`src/rtl/ram_rr_arbiter_if.sv`:
```
// Client/RAM-side signal bundle for ram_rr_arbiter.
// The arbiter takes the slave view; the client/RAM environment takes the master view.
interface ram_rr_arbiter_if #(
  parameter int DATA_WIDTH = 8,
  parameter int ADDR_WIDTH = 4
);
  logic                  clear_start;
  logic                  busy;
  logic                  req0;
  logic                  req1;
  logic                  we0;
  logic                  we1;
  logic [ADDR_WIDTH-1:0] addr0;
  logic [ADDR_WIDTH-1:0] addr1;
  logic [DATA_WIDTH-1:0] wdata0;
  logic [DATA_WIDTH-1:0] wdata1;
  logic                  gnt0;
  logic                  gnt1;
  logic                  rvalid0;
  logic                  rvalid1;
  logic [DATA_WIDTH-1:0] rdata0;
  logic [DATA_WIDTH-1:0] rdata1;
  logic                  ram_we;
  logic [ADDR_WIDTH-1:0] ram_addr;
  logic [DATA_WIDTH-1:0] ram_din;
  logic [DATA_WIDTH-1:0] ram_dout;

  modport slave (
    input  clear_start, req0, req1, we0, we1, addr0, addr1, wdata0, wdata1, ram_dout,
    output busy, gnt0, gnt1, rvalid0, rvalid1, rdata0, rdata1, ram_we, ram_addr, ram_din
  );

  modport master (
    output clear_start, req0, req1, we0, we1, addr0, addr1, wdata0, wdata1, ram_dout,
    input  busy, gnt0, gnt1, rvalid0, rvalid1, rdata0, rdata1, ram_we, ram_addr, ram_din
  );
endinterface

```
`src/rtl/ram_rr_arbiter.sv`:
```
// Round-robin sharing of one single-port RAM between two requesters, with a
// zero-fill sweep after reset or on clear_start.
module ram_rr_arbiter #(
  parameter int DATA_WIDTH = 8,
  parameter int ADDR_WIDTH = 4
) (
  input  logic            clk,
  input  logic            rst,
  ram_rr_arbiter_if.slave bus
);
  typedef enum logic {CLEAR, ARB} state_t;

  state_t                state_reg, state_next;
  logic [ADDR_WIDTH-1:0] clr_addr_reg, clr_addr_next;
  logic                  ptr_reg, ptr_next;
  logic                  rvalid0_reg, rvalid1_reg;

  logic                  gnt0, gnt1, busy;
  logic                  ram_we;
  logic [ADDR_WIDTH-1:0] ram_addr;
  logic [DATA_WIDTH-1:0] ram_din;

  always_ff @(posedge clk or posedge rst) begin
    if (rst) begin
      state_reg    <= CLEAR;
      clr_addr_reg <= '0;
      ptr_reg      <= 1'b0;
      rvalid0_reg  <= 1'b0;
      rvalid1_reg  <= 1'b0;
    end else begin
      state_reg    <= state_next;
      clr_addr_reg <= clr_addr_next;
      ptr_reg      <= ptr_next;
      rvalid0_reg  <= gnt0 & ~bus.we0;
      rvalid1_reg  <= gnt1 & ~bus.we1;
    end
  end

  always_comb begin
    state_next    = state_reg;
    clr_addr_next = clr_addr_reg;
    ptr_next      = ptr_reg;
    gnt0          = 1'b0;
    gnt1          = 1'b0;
    busy          = 1'b0;
    ram_we        = 1'b0;
    ram_addr      = '0;
    ram_din       = '0;
    case (state_reg)
      CLEAR: begin
        busy          = 1'b1;
        ram_we        = 1'b1;
        ram_addr      = clr_addr_reg;
        // Natural wrap leaves clr_addr at 0 for the next sweep.
        clr_addr_next = clr_addr_reg + 1'b1;
        if (clr_addr_reg == {ADDR_WIDTH{1'b1}})
          state_next = ARB;
      end
      ARB: begin
        if (bus.clear_start) begin
          state_next = CLEAR;
        end else begin
          gnt0 = bus.req0 & (~bus.req1 | ~ptr_reg);
          gnt1 = bus.req1 & (~bus.req0 |  ptr_reg);
          if (gnt0) begin
            ram_we   = bus.we0;
            ram_addr = bus.addr0;
            ram_din  = bus.wdata0;
            ptr_next = 1'b1;
          end else if (gnt1) begin
            ram_we   = bus.we1;
            ram_addr = bus.addr1;
            ram_din  = bus.wdata1;
            ptr_next = 1'b0;
          end
        end
      end
      default: state_next = CLEAR;
    endcase
  end

  assign bus.busy     = busy;
  assign bus.gnt0     = gnt0;
  assign bus.gnt1     = gnt1;
  assign bus.ram_we   = ram_we;
  assign bus.ram_addr = ram_addr;
  assign bus.ram_din  = ram_din;
  assign bus.rvalid0  = rvalid0_reg;
  assign bus.rvalid1  = rvalid1_reg;
  // The RAM output register already aligns with rvalid, so data passes straight through.
  assign bus.rdata0   = bus.ram_dout;
  assign bus.rdata1   = bus.ram_dout;
endmodule

```
`src/flat_wrapper.sv`:
```
// flat-port wrapper written by rule: the top's interface ports become plain ports
module ram_rr_arbiter_flat 
#(
  parameter int DATA_WIDTH = 8,
  parameter int ADDR_WIDTH = 4
)
  (clk, rst, bus_clear_start, bus_req0, bus_req1, bus_we0, bus_we1, bus_addr0, bus_addr1, bus_wdata0, bus_wdata1, bus_ram_dout, bus_busy, bus_gnt0, bus_gnt1, bus_rvalid0, bus_rvalid1, bus_rdata0, bus_rdata1, bus_ram_we, bus_ram_addr, bus_ram_din);
  ram_rr_arbiter_if #(.DATA_WIDTH(DATA_WIDTH), .ADDR_WIDTH(ADDR_WIDTH)) bus_i ();
  input  logic clk;
  input  logic rst;
  input wire logic [$bits(bus_i.clear_start)-1:0] bus_clear_start;
  input wire logic [$bits(bus_i.req0)-1:0] bus_req0;
  input wire logic [$bits(bus_i.req1)-1:0] bus_req1;
  input wire logic [$bits(bus_i.we0)-1:0] bus_we0;
  input wire logic [$bits(bus_i.we1)-1:0] bus_we1;
  input wire logic [$bits(bus_i.addr0)-1:0] bus_addr0;
  input wire logic [$bits(bus_i.addr1)-1:0] bus_addr1;
  input wire logic [$bits(bus_i.wdata0)-1:0] bus_wdata0;
  input wire logic [$bits(bus_i.wdata1)-1:0] bus_wdata1;
  input wire logic [$bits(bus_i.ram_dout)-1:0] bus_ram_dout;
  output wire logic [$bits(bus_i.busy)-1:0] bus_busy;
  output wire logic [$bits(bus_i.gnt0)-1:0] bus_gnt0;
  output wire logic [$bits(bus_i.gnt1)-1:0] bus_gnt1;
  output wire logic [$bits(bus_i.rvalid0)-1:0] bus_rvalid0;
  output wire logic [$bits(bus_i.rvalid1)-1:0] bus_rvalid1;
  output wire logic [$bits(bus_i.rdata0)-1:0] bus_rdata0;
  output wire logic [$bits(bus_i.rdata1)-1:0] bus_rdata1;
  output wire logic [$bits(bus_i.ram_we)-1:0] bus_ram_we;
  output wire logic [$bits(bus_i.ram_addr)-1:0] bus_ram_addr;
  output wire logic [$bits(bus_i.ram_din)-1:0] bus_ram_din;
  assign bus_i.clear_start = bus_clear_start;
  assign bus_i.req0 = bus_req0;
  assign bus_i.req1 = bus_req1;
  assign bus_i.we0 = bus_we0;
  assign bus_i.we1 = bus_we1;
  assign bus_i.addr0 = bus_addr0;
  assign bus_i.addr1 = bus_addr1;
  assign bus_i.wdata0 = bus_wdata0;
  assign bus_i.wdata1 = bus_wdata1;
  assign bus_i.ram_dout = bus_ram_dout;
  assign bus_busy = bus_i.busy;
  assign bus_gnt0 = bus_i.gnt0;
  assign bus_gnt1 = bus_i.gnt1;
  assign bus_rvalid0 = bus_i.rvalid0;
  assign bus_rvalid1 = bus_i.rvalid1;
  assign bus_rdata0 = bus_i.rdata0;
  assign bus_rdata1 = bus_i.rdata1;
  assign bus_ram_we = bus_i.ram_we;
  assign bus_ram_addr = bus_i.ram_addr;
  assign bus_ram_din = bus_i.ram_din;
  ram_rr_arbiter #(.DATA_WIDTH(DATA_WIDTH), .ADDR_WIDTH(ADDR_WIDTH)) u_core (.clk(clk), .rst(rst), .bus(bus_i));
endmodule
```
`config.mk`:
```
export PLATFORM = sky130hd
export DESIGN_NAME = ram_rr_arbiter_flat
export DESIGN_NICKNAME = d
export VERILOG_FILES = /design/src/rtl/ram_rr_arbiter_if.sv /design/src/rtl/ram_rr_arbiter.sv /design/src/flat_wrapper.sv
export SDC_FILE = /design/constraint.sdc
export NUM_CORES = 1
export LEC_CHECK = 0
export BUFFER_PORTS_ARGS = -buffer_cell sky130_fd_sc_hd__buf_2
export CORE_MARGIN = 4
export CORE_UTILIZATION = 36
export DETAILED_ROUTE_END_ITERATION = 8
export PLACE_DENSITY = 0.84
export SYNTH_ARGS = -nofsm -noshare
export SYNTH_HDL_FRONTEND = slang
export SYNTH_SLANG_ARGS = --single-unit
export TNS_END_PERCENT = 5
```
`constraint.sdc`:
```
create_clock -name clk -period 2.55 [get_ports clk]
set_clock_uncertainty 0.15 [all_clocks]
set_input_delay 0.1275 -clock clk [delete_from_list [all_inputs] [get_ports clk]]
set_output_delay 0.1275 -clock clk [all_outputs]
set_load 0.01 [all_outputs]
```
==> impl_metrics.tcl, run 1 <==
set metrics [dict create \
    clk_latency_ns 0.26 \
    finalNetCount 143 \
    cp_max_fo 15 \
    finalSetupViolCount 0 \
    postCtsSetupBuffers 0 \
    cts_buffer_depth 2 \
    yosys.area_share.adder_pct 1.880 \
    power_switching_uw 269.1 \
    row_count 15 \
    period_share_pct 78.62 \
    syn_nets 107 \
    drv_slew 0 \
    syn_area_um2 665.6 \
    synth_cells 67 \
    root_buffer "clkbuf_4" \
    cts_max_level 1 \
    status "complete, no violations" \
    gp_congestion 0.7270 \
    syn_area_per_cell_um2 9.935 \
    synthDistinctLibCells 19 \
    synth-compound-area-share_pct 18.42 \
    min_path_type "primary input to output pin" \
    cp-end-kind "output pin" \
    r2r-end "u_core.bus.rvalid1" \
    die-area_um2 2601 \
    portBuffers 48 \
    synth-seq-area-share_pct 30.08 \
    antenna_found_initial 0 \
    dpl_worst_slack_ns 0.8120 \
    p_seq_share_pct 33.6 \
    synth_seq_cells 8 \
    fp.coreArea_um2 1745 \
    syn_to_final_growth_pct 24.62 \
    final_util_pct 47.53 \
    fin_crit_ns 2.005 \
    power_density_nw_per_um2 848.9 \
    grt_usage_pct 12.61 \
    tightestPinTransition_ns 0.5075 \
    hold_viol_final 0 \
    gr-total-overflow 0 \
    worstSetupPathType "primary input to output pin" \
    cts_tree "yes" \
    grt_pass1_wl_mm 2.415 \
    tns_ns 0 \
    wl_per_cell_um 13.12 \
    detailed_place_hpwl_mm 1.349 \
    first_pass_iters 2 \
    ios 73 \
    dieWidth_um 51 \
    largest_reg_flops 4 \
    start_util_pct 38.14 \
    grt_setup_unrepaired "false" \
    setup_slack_ns 0.5451 \
    p_leak_nw 0.4564 \
    via_count 574 \
    grt_max_degree 16 \
    slew_headroom_pct 66.14 \
    vias_per_cell 4.556 \
    grt_pass1_vias 559 \
    reg2reg_depth 2 \
    synth.mux.area_fraction_pct 1.692 \
    drc 0 \
    synth_xor_area_share_pct 3.947 \
    r2r_slack_ns 1.05 \
    required_ns 2.27 \
    cp-startpoint "bus_clear_start" \
    synth_top_family_by_area "buffers and inverters" \
    totalPowerFinal_uw 704.2 \
    comb_power_share_pct 52.2 \
    cap_violations 0 \
    ys_warn_count 0 \
    cp-endpoint "bus_ram_din[1]" \
    synth_simple_gate_area_share_pct 16.73 \
    worstReg2RegStart "u_core.state_reg" \
    switching_share_pct 38.22 \
    clkPwrFrac_pct 14.3 \
    clock_sinks 8 \
    cp.arrival_ns 1.73 \
    post_route_cells_drive_above_1_share_pct 52.48 \
    detail-route-antenna-nets 0 \
    die_h_um 51 \
    ir_drop_v 0.0003648 \
    crit_path_start_kind "primary input" \
    drtIter0Drc 5 \
    cts_buffers 3 \
    diodes 0 \
    internal_power_uw 435.1 \
    fmax_mhz 498.8 \
    totalWireLength_mm 1.653 \
]
-- stage by stage --
step | cell area [um^2] | hold WS, ns | std cells
final | 829.5 | 0.1050 | 126
after global routing | 829.5 | 0.1050 | 126
after CTS | 829.5 | 0.1051 | 126
after detailed placement | 767.0 | -0.05547 | 119
after global placement | 767.0 | -0.06982 | 119
after floorplan | 665.6 | -0.2068 | 67
-- Yosys cell counts --
cell type / number / share of area (%)
mux2_1: 1 / 1.7
a22o_1: 8 / 11
nor2b_1: 6 / 5.6
ha_1: 1 / 1.9
buf_6: 4 / 6.8
nand3_1: 3 / 2.3
a221o_1: 4 / 6.0
nand2_1: 2 / 1.1
nand2b_4: 1 / 2.1
buf_4: 16 / 18
and4b_1: 2 / 3.0
xnor2_1: 3 / 3.9
o21ai_1: 1 / 0.75
buf_2: 1 / 0.75
inv_2: 1 / 0.56
dfrtp_1: 8 / 30
o21bai_1: 1 / 1.1
inv_1: 2 / 1.1
nand4b_1: 2 / 2.6
-- placed cells by master, fill, tap and decap left out --
cell type	n
clkbuf_4	3
o21ai_1	1
nor2b_1	6
nand3_1	3
a221o_1	4
mux2_1	1
nand2b_4	1
buf_2	48
nand2_1	2
nand4b_1	2
and4b_1	2
dfrtp_1	8
a22o_1	8
inv_2	1
xnor2_1	3
ha_1	1
o21bai_1	1
inv_1	2
dlygate4sd3_1	4
-- metal layers --
layer,track usage (%),up-vias,wire (um)
li1,-,291,-
met1,13.04,251,618
met2,19.96,25,806
met3,4.373,7,180
met4,11.21,0,48
met5,0,-,0
-- power groups by stage --
stage          Clock (mW)  Combinational (mW)  Sequential (mW)
6_report            0.100               0.367            0.236
5_1_grt             0.105               0.403            0.246
4_1_cts             0.103               0.374            0.238
3_5_place_dp            0               0.367            0.240
3_3_place_gp            0               0.356            0.233
2_1_floorplan           0               0.311            0.213
-- final cells by class --
class | instances | area [um^2]
flip-flops and latches | 8 | 200.2
repair buffers | 52 | 280.3
clock buffers | 3 | 22.52
inverters | 3 | 11.26
well taps | 25 | 31.28
multi-input cells | 35 | 284.0
fillers | 182 | 915.9
-- worst max-delay path, stage by stage --
cell and delay [ns]:
dlygate4sd3_1 0.52, buf_2 0.14, and4b_1 0.57, a22o_1 0.23, buf_2 0.13
-- worst min-delay path by stage --
stage	start	cells after the start	endpoint
after floorplan	rst	1	u_core.bus.rvalid0
after global placement	rst	2	u_core.bus.rvalid0
after detailed placement	rst	2	u_core.bus.rvalid0
after CTS	bus_ram_dout[3]	0	bus_rdata0[3]
after global routing	bus_ram_dout[7]	0	bus_rdata0[7]
final	bus_ram_dout[6]	0	bus_rdata1[6]
-- what timing repair did --
action                                  in CTS  in global routing
endpoints found under the setup margin       0                  0
endpoints found under the hold margin       11                  0
hold buffers                                 4                  0
resized for setup                            0                  0
-- cell families after synthesis --
kind of cell / count (synthesis)
XOR/XNOR: 3
flip-flops: 8
AO/OA/AOI/OAI: 14
AND/OR/NAND/NOR: 16
multiplexers: 1
adder cells (fa/ha/maj): 1
buffers and inverters: 24
Note: power is estimated with default switching activity, not from simulation.
==> run 2: changes to the inputs <==
- CORE_UTILIZATION: 36 -> 33
- PLACE_DENSITY: 0.84 -> 0.78
- clock period: 2.55 -> 2.1 ns (I/O delays scaled with it)
==> run 2 against run 1 <==
  * Non-clock buffer count stayed put
  * First-iteration DRC count is 60% higher
  * Total power is 19% higher
  * Clock power is 15% higher
  * Final cell count stayed put
  * Sequential cell count stayed put
==> impl_metrics.tcl, run 2 (synthesized netlist as in run 1, its figures left out) <==
set metrics [dict create \
    ios 73 \
    critical-path-max-stage-delay_ns 0.49 \
    fp.coreArea_um2 1821 \
    dieWidth_um 52.91 \
    gr-total-overflow 0 \
    die_h_um 52.91 \
    row_count 15 \
    root_buffer "clkbuf_4" \
    first_pass_iters 4 \
    die-area_um2 2799 \
    drv_slew 0 \
    slew_headroom_pct 78.85 \
    hold_viol_final 0 \
    detail-route-antenna-nets 0 \
    slowest_stage "dfrtp_1" \
    via_count 582 \
    grt_setup_unrepaired "false" \
    diodes 0 \
    crit_path_start_kind "register" \
    crit_family "flip-flops" \
    tns_ns 0 \
    largest_reg_flops 4 \
    finalSetupViolCount 0 \
    final_cell_mix "48 x buf_2, 8 x a22o_1, 8 x dfrtp_1" \
    drtIter0Drc 8 \
    cts_max_level 1 \
    dr.max_layer_used "met3" \
    syn_to_final_growth_pct 25.00 \
    cap_violations 0 \
    min_path_type "primary input to output pin" \
    cp-end-kind "output pin" \
    period_share_pct 89.78 \
    power_density_nw_per_um2 1009 \
    cts_tree "yes" \
    totalWireLength_mm 1.594 \
    fmax_mhz 530.4 \
    p_leak_nw 0.4551 \
    cp_cell_sequence "and4b_2 > a221o_1 > buf_2" \
    cp_max_fo 15 \
    grt_usage_pct 11.01 \
    start_util_pct 36.56 \
    multi_input_area_um2 286.5 \
    grt_pass1_wl_mm 2.235 \
    cp.arrival_ns 1.63 \
    portBuffers 48 \
    clock_sinks 8 \
    vias_per_cell 4.619 \
    drc 0 \
    grt_pass1_vias 541 \
    crit_buf_inv 1 \
    grt_max_degree 16 \
    placed_cells 119 \
    clk_latency_ns 0.25 \
    required_ns 1.85 \
    finalNetCount 143 \
    detailed_place_hpwl_mm 1.283 \
    cts_buffer_depth 2 \
    antenna_found_initial 0 \
    gp_congestion 0.7375 \
    fin_cells 126 \
    wl_per_cell_um 12.65 \
    mostFrequentLayoutCell "buf_2" \
    worstSetupPathType "register to output pin" \
    post_route_cells_drive_above_1_share_pct 54.46 \
    cts.clk_slew.worst_paths_ns 0.05 \
    cts_buffers 3 \
    drt-met1-wl_um 551 \
    final_util_pct 45.70 \
    fin_crit_ns 1.885 \
    postCtsSetupBuffers 0 \
    status "complete, no violations" \
    wl_met2_um 840 \
    regArea_um2 200.2 \
    route.met3.wl_um 202 \
    tightestPinTransition_ns 0.3172 \
    ir_drop_v 0.0005441 \
    fill_cells 182 \
]
[run 2: final timing paths]
kind / start / to / slack (ns) / cells after the start
setup / recovery: u_core.state_reg / bus_ram_addr[0] / 0.21 / 3
hold / removal: bus_ram_dout[1] / bus_rdata0[1] / 0.06 / 0
setup reg to reg: u_core.state_reg / u_core.bus.rvalid0 / 0.71 / 2
hold reg to reg: u_core.clr_addr_reg[3] / u_core.clr_addr_reg[3] / 0.31 / 1
max in group asynchronous: rst / u_core.bus.rvalid1 / 1.38 / 3
min in group asynchronous: rst / u_core.bus.rvalid0 / 0.19 / 3
[run 2: layout make-up]
cell class | count | area share, %
Clock buffer | 3 | 2.707
Inverter | 3 | 1.353
Multi-Input combinational cell | 35 | 34.44
Sequential cell | 8 | 24.06
Tap cell | 25 | 3.759
Timing Repair Buffer | 52 | 33.68
[run 2: layer usage]
metal | vias up | global-route usage (%)
met3 | 0 | 7.042
met2 | 28 | 17.36
met1 | 265 | 11.86
met4 | 0 | 3.830
met5 | - | 0
li1 | 289 | -
[run 2: metrics by stage]
stage | hold slack, ns | setup slack, ns | instance area [um^2] | power [mW]
after floorplan | -0.2293 | 0.6696 | 665.6 | 0.6362
after CTS | 0.06017 | 0.1094 | 829.5 | 0.8533
final | 0.06000 | 0.2146 | 832.0 | 0.8392
after global placement | -0.08541 | 0.4682 | 767.0 | 0.7167
after global routing | 0.06002 | 0.1121 | 832.0 | 0.9327
after detailed placement | -0.07917 | 0.3863 | 767.0 | 0.7290
[run 2: repair_timing]
action,CTS,global route
hold buffers,4,0
hold endpoints to repair,11,0
endpoints found under the setup margin,0,8
gates resized for setup,0,2
[run 2: power by group]
part	switching, mW	internal, mW
sequential	0.0673	0.218
clock	0.0497	0.0652
combinational	0.194	0.244
total	0.311	0.528
